## config.mk

```make
export PLATFORM = sky130hd
export DESIGN_NAME = ppi_phase_bank
export DESIGN_NICKNAME = d
export VERILOG_FILES = /design/src/rtl/ppi_phase_bank.sv
export SDC_FILE = /design/constraint.sdc
export NUM_CORES = 1
export LEC_CHECK = 0
export BUFFER_PORTS_ARGS = -buffer_cell sky130_fd_sc_hd__buf_2
export CAP_MARGIN = 20
export CORE_UTILIZATION = 39
export CTS_CLUSTER_DIAMETER = 80
export DETAILED_ROUTE_END_ITERATION = 12
export PLACE_DENSITY_LB_ADDON = 0.1
export SYNTH_ARGS = -nofsm -noshare
export SYNTH_HDL_FRONTEND = slang
export SYNTH_SLANG_ARGS = --single-unit
```

## constraint.sdc

```tcl
create_clock -name i_clk -period 2.9 [get_ports i_clk]
set_input_delay 0.145 -clock i_clk [delete_from_list [all_inputs] [get_ports i_clk]]
set_output_delay 0.145 -clock i_clk [all_outputs]
set_load 0.05 [all_outputs]
```

## src/rtl/ppi_phase_bank.sv

```systemverilog
// ppi_phase_bank: polyphase sub-filter bank for the interpolation path.
// One accepted low-rate sample produces all L phase outputs using a single
// time-shared MAC. Results collect in shadow registers and are published
// together, so o_data stays stable while the commutator reads it.
//
// Ports:
//   i_clk      rising-edge clock
//   i_rst_an   asynchronous active-low reset
//   i_valid    input sample strobe (accepted only while o_ready=1)
//   i_data     signed input sample
//   o_ready    high while idle (combinational from state)
//   o_data     flat vector; phase p at [(p+1)*gp_odata_width-1 : p*gp_odata_width]
//   o_valid    one-cycle pulse when o_data updates
//   o_overrun  one-cycle pulse, the edge after a dropped i_valid
module ppi_phase_bank #(
    parameter int gp_idata_width          = 16,
    parameter int gp_coeff_width          = 16,
    parameter int gp_interpolation_factor = 4,
    parameter int gp_taps_per_phase       = 8,
    parameter logic [gp_interpolation_factor*gp_taps_per_phase*gp_coeff_width-1:0]
                  gp_coeffs               = '0,
    parameter int gp_shift                = 9,
    parameter int gp_odata_width          = 26
) (
    input  logic                                        i_clk,
    input  logic                                        i_rst_an,
    input  logic                                        i_valid,
    input  logic [gp_idata_width-1:0]                   i_data,
    output logic                                        o_ready,
    output logic [gp_interpolation_factor*gp_odata_width-1:0] o_data,
    output logic                                        o_valid,
    output logic                                        o_overrun
);
    localparam int L  = gp_interpolation_factor;
    localparam int T  = gp_taps_per_phase;
    localparam int IW = gp_idata_width;
    localparam int CW = gp_coeff_width;
    localparam int OW = gp_odata_width;
    localparam int A  = IW + CW + $clog2(T);
    localparam int PW = (L > 1) ? $clog2(L) : 1;
    localparam int KW = (T > 1) ? $clog2(T) : 1;

    localparam logic [PW-1:0] P_LAST = PW'(L - 1);
    localparam logic [KW-1:0] K_LAST = KW'(T - 1);

    // Output clamp bounds expressed at accumulator width.
    localparam logic signed [A-1:0] SAT_HI = A'((longint'(1) <<< (OW - 1)) - 1);
    localparam logic signed [A-1:0] SAT_LO = A'(-(longint'(1) <<< (OW - 1)));

    typedef enum logic [1:0] {IDLE, MAC, DUMP, DONE} state_t;

    state_t state, state_nxt;

    logic signed [CW-1:0]    h [L][T];
    logic signed [IW-1:0]    x [T];
    logic signed [OW-1:0]    s [L];
    logic signed [A-1:0]     acc;
    logic signed [A-1:0]     acc_sh;
    logic signed [IW+CW-1:0] prod;
    logic signed [OW-1:0]    sat_val;
    logic [PW-1:0]           p_cnt;
    logic [KW-1:0]           k_cnt;

    // Unpack the flat coefficient parameter into h[p][k].
    for (genvar gp = 0; gp < L; gp++) begin : g_ph
        for (genvar gk = 0; gk < T; gk++) begin : g_tap
            assign h[gp][gk] = gp_coeffs[(gp*T + gk)*CW +: CW];
        end
    end

    assign prod   = x[k_cnt] * h[p_cnt][k_cnt];
    assign acc_sh = acc >>> gp_shift;

    always_comb begin
        sat_val = acc_sh[OW-1:0];
        if (acc_sh > SAT_HI)
            sat_val = SAT_HI[OW-1:0];
        else if (acc_sh < SAT_LO)
            sat_val = SAT_LO[OW-1:0];
    end

    always_ff @(posedge i_clk or negedge i_rst_an) begin
        if (!i_rst_an)
            state <= IDLE;
        else
            state <= state_nxt;
    end

    always_comb begin
        state_nxt = state;
        case (state)
            IDLE: if (i_valid) state_nxt = MAC;
            MAC:  if (k_cnt == K_LAST) state_nxt = DUMP;
            DUMP: state_nxt = (p_cnt == P_LAST) ? DONE : MAC;
            DONE: state_nxt = IDLE;
            default: state_nxt = IDLE;
        endcase
    end

    assign o_ready = (state == IDLE);

    always_ff @(posedge i_clk or negedge i_rst_an) begin
        if (!i_rst_an) begin
            for (int i = 0; i < T; i++) x[i] <= '0;
            for (int i = 0; i < L; i++) s[i] <= '0;
            acc       <= '0;
            p_cnt     <= '0;
            k_cnt     <= '0;
            o_data    <= '0;
            o_valid   <= 1'b0;
            o_overrun <= 1'b0;
        end else begin
            o_valid   <= (state == DONE);
            // A strobe outside IDLE is dropped; the delay line is untouched.
            o_overrun <= i_valid && (state != IDLE);
            case (state)
                IDLE: begin
                    if (i_valid) begin
                        x[0] <= i_data;
                        for (int i = 1; i < T; i++) x[i] <= x[i-1];
                        acc   <= '0;
                        p_cnt <= '0;
                        k_cnt <= '0;
                    end
                end
                MAC: begin
                    acc <= acc + A'(prod);
                    if (k_cnt != K_LAST) k_cnt <= k_cnt + KW'(1);
                end
                DUMP: begin
                    s[p_cnt] <= sat_val;
                    acc      <= '0;
                    k_cnt    <= '0;
                    if (p_cnt != P_LAST) p_cnt <= p_cnt + PW'(1);
                end
                DONE: begin
                    // Publish all phases at once from the shadow registers.
                    for (int i = 0; i < L; i++) o_data[i*OW +: OW] <= s[i];
                end
                default: ;
            endcase
        end
    end
endmodule

```

==> metrics.yaml, run 1 <==
min_path:
  hold_class: "in -> reg"
  worst_hold_path.num_cells: 2
  min_from: "i_valid"
  hold_end: "o_overrun"
timing:
  max_freq_mhz: 644
  finalClockSkew_ns: 0.00343
  fin_crit_ns: 1.55
  finalSetupViolCount: 0
  hold_viol_final: 0
  holdWs_ns: 0.176
  rsz0062_at_grt: "false"
  period_share_pct: 53.5
  setup-tns-final_ns: 0
  drv_slew: 0
synth:
  ys_warn_count: 0
  ys_ff_latch: 9
  syn_area_sq_um: 1280
  synth_cell_types: 22
  synth_cells: 148
  seq_area_frac_synth_pct: 17.6
  syn_area_per_cell_sq_um: 8.62
outcome:
  status: "completed"
setup_path:
  crit_path_end_kind: "flop"
  crit_required_ns: 3.08
  rr_worst_depth: 4
  cp_max_fo: 6
  cp.arrival_ns: 1.73
  r2r_slack_ns: 1.35
  crit_path_start_kind: "flop"
  r2r-end: "k_cnt[1]"
  crit_type: "reg -> reg"
  r2r-start: "k_cnt[0]"
cells_and_area:
  syn_to_final_growth_pct: -23.0
  num-nets-final: 179
  finalNonFillerCells: 199
  final_common_cell: "conb_1"
  multi_input_area_sq_um: 629
  final_cell_mix: "conb_1 (104), dfrtp_1 (9), buf_2 (5), ha_1 (4)"
  seq_area_sq_um: 225
  fill_cells: 333
  drive_above_1_share_pct: 5.16
  diodes: 0
grt:
  grt_pass1_wl_microns: 1500
  grt_use_total_pct: 5.94
  grt_overflow: 0
  grt_max_degree: 19
  grt_pass1_vias: 332
  antenna_found_initial: 0
clock_network:
  clk_pin_slew_ns: 0.06
  cts_max_path_buffers: 2
  tritoncts: "yes"
  cts_resized: 0
  cts_buffers: 3
  cts_sinks: 9
  clk_latency_ns: 0.26
  cts_root_buf: "clkbuf_4"
  cts_max_level: 1
route:
  postRouteAntennaNets: 0
  vias: 625
  drt_iter0_drc: 12
  detail_route.first_pass.iterations: 2
  viasPerCell: 3.14
  drc_errors: 0
  wl_per_cell_microns: 6.21
  wirelength_microns: 1240
floorplanning:
  fp.dieW_microns: 59.2
  ioPinCount: 126
  initial_core_util_pct: 41.5
  die_area_sq_um: 3510
  fp.dieH_microns: 59.2
  core_area_sq_um: 3080
  rows: 20
power_and_ir_drop:
  leakage_uw: 0.000620
  power_density_nw_per_um2: 815
  ir_drop_uv: 172
placement:
  port_buffers: 5
  gp_congestion: 0.635
  dp_cells: 194
  dp_hpwl_microns: 998
job:
  cap_violations: 0
==> cell type report <==
type	instances	area share (%)
repair buffers	6	3.57
multi-input cells	133	64.1
well taps	44	5.61
inverters	3	1.15
flip-flops and latches	9	22.9
clock buffers	4	2.68
==> cells by family (layout without fill, tap and decap cells) <==
logic type | count (synthesis) | after routing | synth area share [%]
AOI/OAI and AO/OA | 10 | 10 | 5.59
buffers and inverters | 109 | 13 | 63.3
DFF | 9 | 9 | 17.6
adders and majority gates | 4 | 4 | 3.92
and+or+nand+nor | 15 | 15 | 9.22
other | 1 | 104 | 0.294
==> worst max-delay path, cell delays in order, from the launching register on <==
cell      delay [ns]
dfrtp_1         0.41
ha_1            0.21
ha_1            0.24
or4bb_1         0.52
o211ai_1        0.11
==> registers in the layout (all words and copies together) (netlist names) <==
signal	cells
o_valid	1
p_cnt	2
k_cnt	3
o_overrun	1
state	2
==> repair_timing <==
item                      4_1_cts  5_1_grt
hold endpoints to repair        9        0
buffers inserted                0        0
hold buffers                    1        0
==> power by group <==
group          leakage (uW)  internal (uW)  switching, uW  total [uW]
Sequential         0.000115            168           55.7         224
Combinational      0.000490           87.1            391         478
Clock             0.0000150           53.1           45.2        98.3
==> synth_stat cells (all sizes together) <==
| master | count | area, sq um |
|---|---|---|
| a211o | 2 | 17.5 |
| and2 | 1 | 6.26 |
| and3 | 2 | 12.5 |
| buf | 106 | 797 |
| conb | 1 | 3.75 |
| dfrtp | 9 | 225 |
| ha | 4 | 50.1 |
| inv | 3 | 11.3 |
| nand2 | 1 | 3.75 |
| nand3b | 1 | 7.51 |
| nor2 | 1 | 3.75 |
| nor2b | 1 | 6.26 |
| nor4b | 2 | 17.5 |
| o211ai | 3 | 22.5 |
| o21ai | 3 | 15.0 |
| o21bai | 1 | 7.51 |
| o311ai | 1 | 8.76 |
| or2b | 1 | 7.51 |
| or4b | 3 | 30.0 |
| or4bb | 2 | 22.5 |
==> worst max-delay path by stage <==
stage,startpoint,slack (ns),to,cells past startpoint
4_1_cts,k_cnt[0],1.33,k_cnt[1],4
3_5_place_dp,k_cnt[0],1.33,k_cnt[1],4
3_3_place_gp,k_cnt[0],1.36,k_cnt[1],4
2_1_floorplan,state[1],1.40,o_overrun,3
6_report,k_cnt[0],1.35,k_cnt[1],4
5_1_grt,k_cnt[0],1.26,k_cnt[1],4
==> layer usage <==
layer  share of wire, %  vias to the layer above  GRT usage [%]
li1                   -                      286              -
met1                 38                      278           6.94
met2                 49                       61           9.15
met3                 13                        0           3.28
met4                  0                        0           2.04
met5                  0                        -              0
==> through the flow <==
stage                     instance area [sq um]  util [%]  worst slack [ns]  total power, uW
after floorplan                            1660         -              1.40              779
after global placement                      946      30.7              1.36              698
after detailed placement                    946      30.7              1.33              704
after CTS                                   982      31.9              1.33              807
after global routing                        982      31.9              1.26              854
final                                       982      31.9              1.35              801
Note: power is estimated with default switching activity, not from simulation.
==> run 2: changes to the inputs <==
--- a/config.mk
+++ b/config.mk
@@ -7,7 +7,7 @@
 export LEC_CHECK = 0
 export BUFFER_PORTS_ARGS = -buffer_cell sky130_fd_sc_hd__buf_2
 export CAP_MARGIN = 20
-export CORE_UTILIZATION = 39
+export CORE_UTILIZATION = 36
 export CTS_CLUSTER_DIAMETER = 80
 export DETAILED_ROUTE_END_ITERATION = 12
 export PLACE_DENSITY_LB_ADDON = 0.1
==> constraint.sdc (replaced) <==
create_clock -name i_clk -period 1.5 [get_ports i_clk]
set_input_delay 0.075 -clock i_clk [delete_from_list [all_inputs] [get_ports i_clk]]
set_output_delay 0.075 -clock i_clk [all_outputs]
set_load 0.05 [all_outputs]
==> run 2 against run 1 <==
Effect of this change:
- clock-buffer cell count stayed put
- utilization is 1.5 points lower
- largest power group unchanged
- register-to-register slack worse by 1.3 ns
==> metrics.yaml, run 2 (synthesized netlist as in run 1, its figures left out) <==
outcome:
  status: "completed"
timing:
  fin_crit_ns: 1.44
  drv_slew: 0
  hold_viol_final: 0
  setup_ws_ns: 0.0621
  finalClockSkew_ns: 0.00469
  max_freq_mhz: 695
  period_share_pct: 95.9
  finalSetupViolCount: 0
clock_network:
  clk_latency_ns: 0.26
  cts_max_level: 1
  cts_buffers: 3
  clk_pin_slew_ns: 0.07
  cts_sinks: 9
  cts_root_buf: "clkbuf_4"
  tritoncts: "yes"
  cts_max_path_buffers: 2
power_and_ir_drop:
  comb_power_share_pct: 61.8
  swShare_pct: 60.2
  total_power_uw: 1620
  power.share.sequential_pct: 26.4
  power_switching_uw: 977
  ir_drop_uv: 334
  power_density_nw_per_um2: 1590
  clockPowerShare_pct: 11.8
  leakage_uw: 0.000632
  p_int_uw: 647
route:
  wl_per_cell_microns: 6.47
  viasPerCell: 3.09
  detail_route.first_pass.iterations: 2
  wirelength_microns: 1320
  postRouteAntennaNets: 0
  vias: 630
  drc_errors: 0
  drt_iter0_drc: 12
placement:
  port_buffers: 5
  gp_congestion: 0.643
  dp_cells: 197
  preCtsSetupSlack_ns: -0.0252
  dp_hpwl_microns: 1000
  place_area_sq_um: 956
setup_path:
  rr_worst_depth: 4
  crit_required_ns: 1.67
  worstSetupPathDepth: 4
  r2r_slack_ns: 0.06
  cp_cell_sequence: "ha_2 -> ha_4 -> or4bb_1 -> o211ai_1"
  crit_buf_inv: 0
  crit_type: "reg -> reg"
  slowest_delay_ns: 0.50
  crit_path_start_kind: "flop"
  crit_family: "simple AND/OR/NAND/NOR gates"
  cp.arrival_ns: 1.61
  slowest_stage: "or4bb_1"
  crit_path_end_kind: "flop"
  cp_max_fo: 6
floorplanning:
  fp.dieW_microns: 61.5
  die_area_sq_um: 3790
  rows: 21
  ioPinCount: 126
  core_area_sq_um: 3360
  initial_core_util_pct: 37.9
  fp.dieH_microns: 61.5
cells_and_area:
  finalNonFillerCells: 204
  fill_cells: 370
  num-nets-final: 182
  reg.largest.list: "k_cnt (3), p_cnt (2), state (2)"
  final_cell_mix: "conb_1 (104), dfrtp_1 (9), buf_2 (5)"
  fin_area_sq_um: 1020
  top_register: "k_cnt"
  syn_to_final_growth_pct: -19.9
  drive_above_1_share_pct: 8.23
  final_util_pct: 30.4
  largest_reg_flops: 3
  diodes: 0
  final_common_cell: "conb_1"
job:
  cap_violations: 0
grt:
  grt_overflow: 0
  grt_max_degree: 19
  grt_pass1_vias: 376
  grt_pass1_wl_microns: 1810
  grt_use_total_pct: 6.78
  antenna_found_initial: 0
min_path:
  hold_class: "in -> reg"
  worst_hold_path.num_cells: 2
==> run 2: through the flow <==
step,setup TNS (ns),hold WS (ns)
global route,-0.000932,0.0992
finish,0,0.108
detailed placement,-0.0340,-0.0493
CTS,0,0.102
global placement,-0.0295,-0.0550
floorplan,0,-0.221
==> run 2: routing by layer <==
metal	vias up	track usage (%)	routed length [microns]	part of all wire (%)
met5	-	0	0	0
met4	0	1.90	0	0
met3	0	2.52	163	12
met2	52	10.1	641	49
met1	290	9.11	515	39
li1	288	-	-	-
==> run 2: power by group through the flow <==
| stage | Combinational (uW) | Clock (uW) | Sequential, uW |
|---|---|---|---|
| final | 1000 | 192 | 429 |
| after global routing | 1070 | 218 | 456 |
| after floorplan | 1080 | 0 | 424 |
| after global placement | 941 | 0 | 430 |
| after CTS | 978 | 200 | 434 |
| after detailed placement | 946 | 0 | 433 |
==> run 2: final timing paths <==
path / from / end
worst max-delay path: k_cnt[1] / k_cnt[1]
worst min-delay path: i_valid / o_overrun
worst max register to register: k_cnt[1] / k_cnt[1]
worst min register to register: p_cnt[1] / p_cnt[1]
max in group asynchronous: i_rst_an / k_cnt[0]
min in group asynchronous: i_rst_an / o_overrun
==> run 2: final cells by class <==
type / count / area (sq um) / area share [%]
well taps: 46 / 57.6 / 5.63
inverters: 3 / 11.3 / 1.10
flip-flops and latches: 9 / 225 / 22.0
clock buffers: 4 / 26.3 / 2.57
repair buffers: 9 / 57.6 / 5.63
multi-input cells: 133 / 644 / 63.0
==> run 2: timing repair <==
item | 4_1_cts | 5_1_grt
endpoints found under the setup margin | 2 | 2
pin swaps | 0 | 4
hold buffers | 1 | 0
gates resized for setup | 3 | 0
buffers inserted | 0 | 2
hold endpoints to repair | 9 | 0
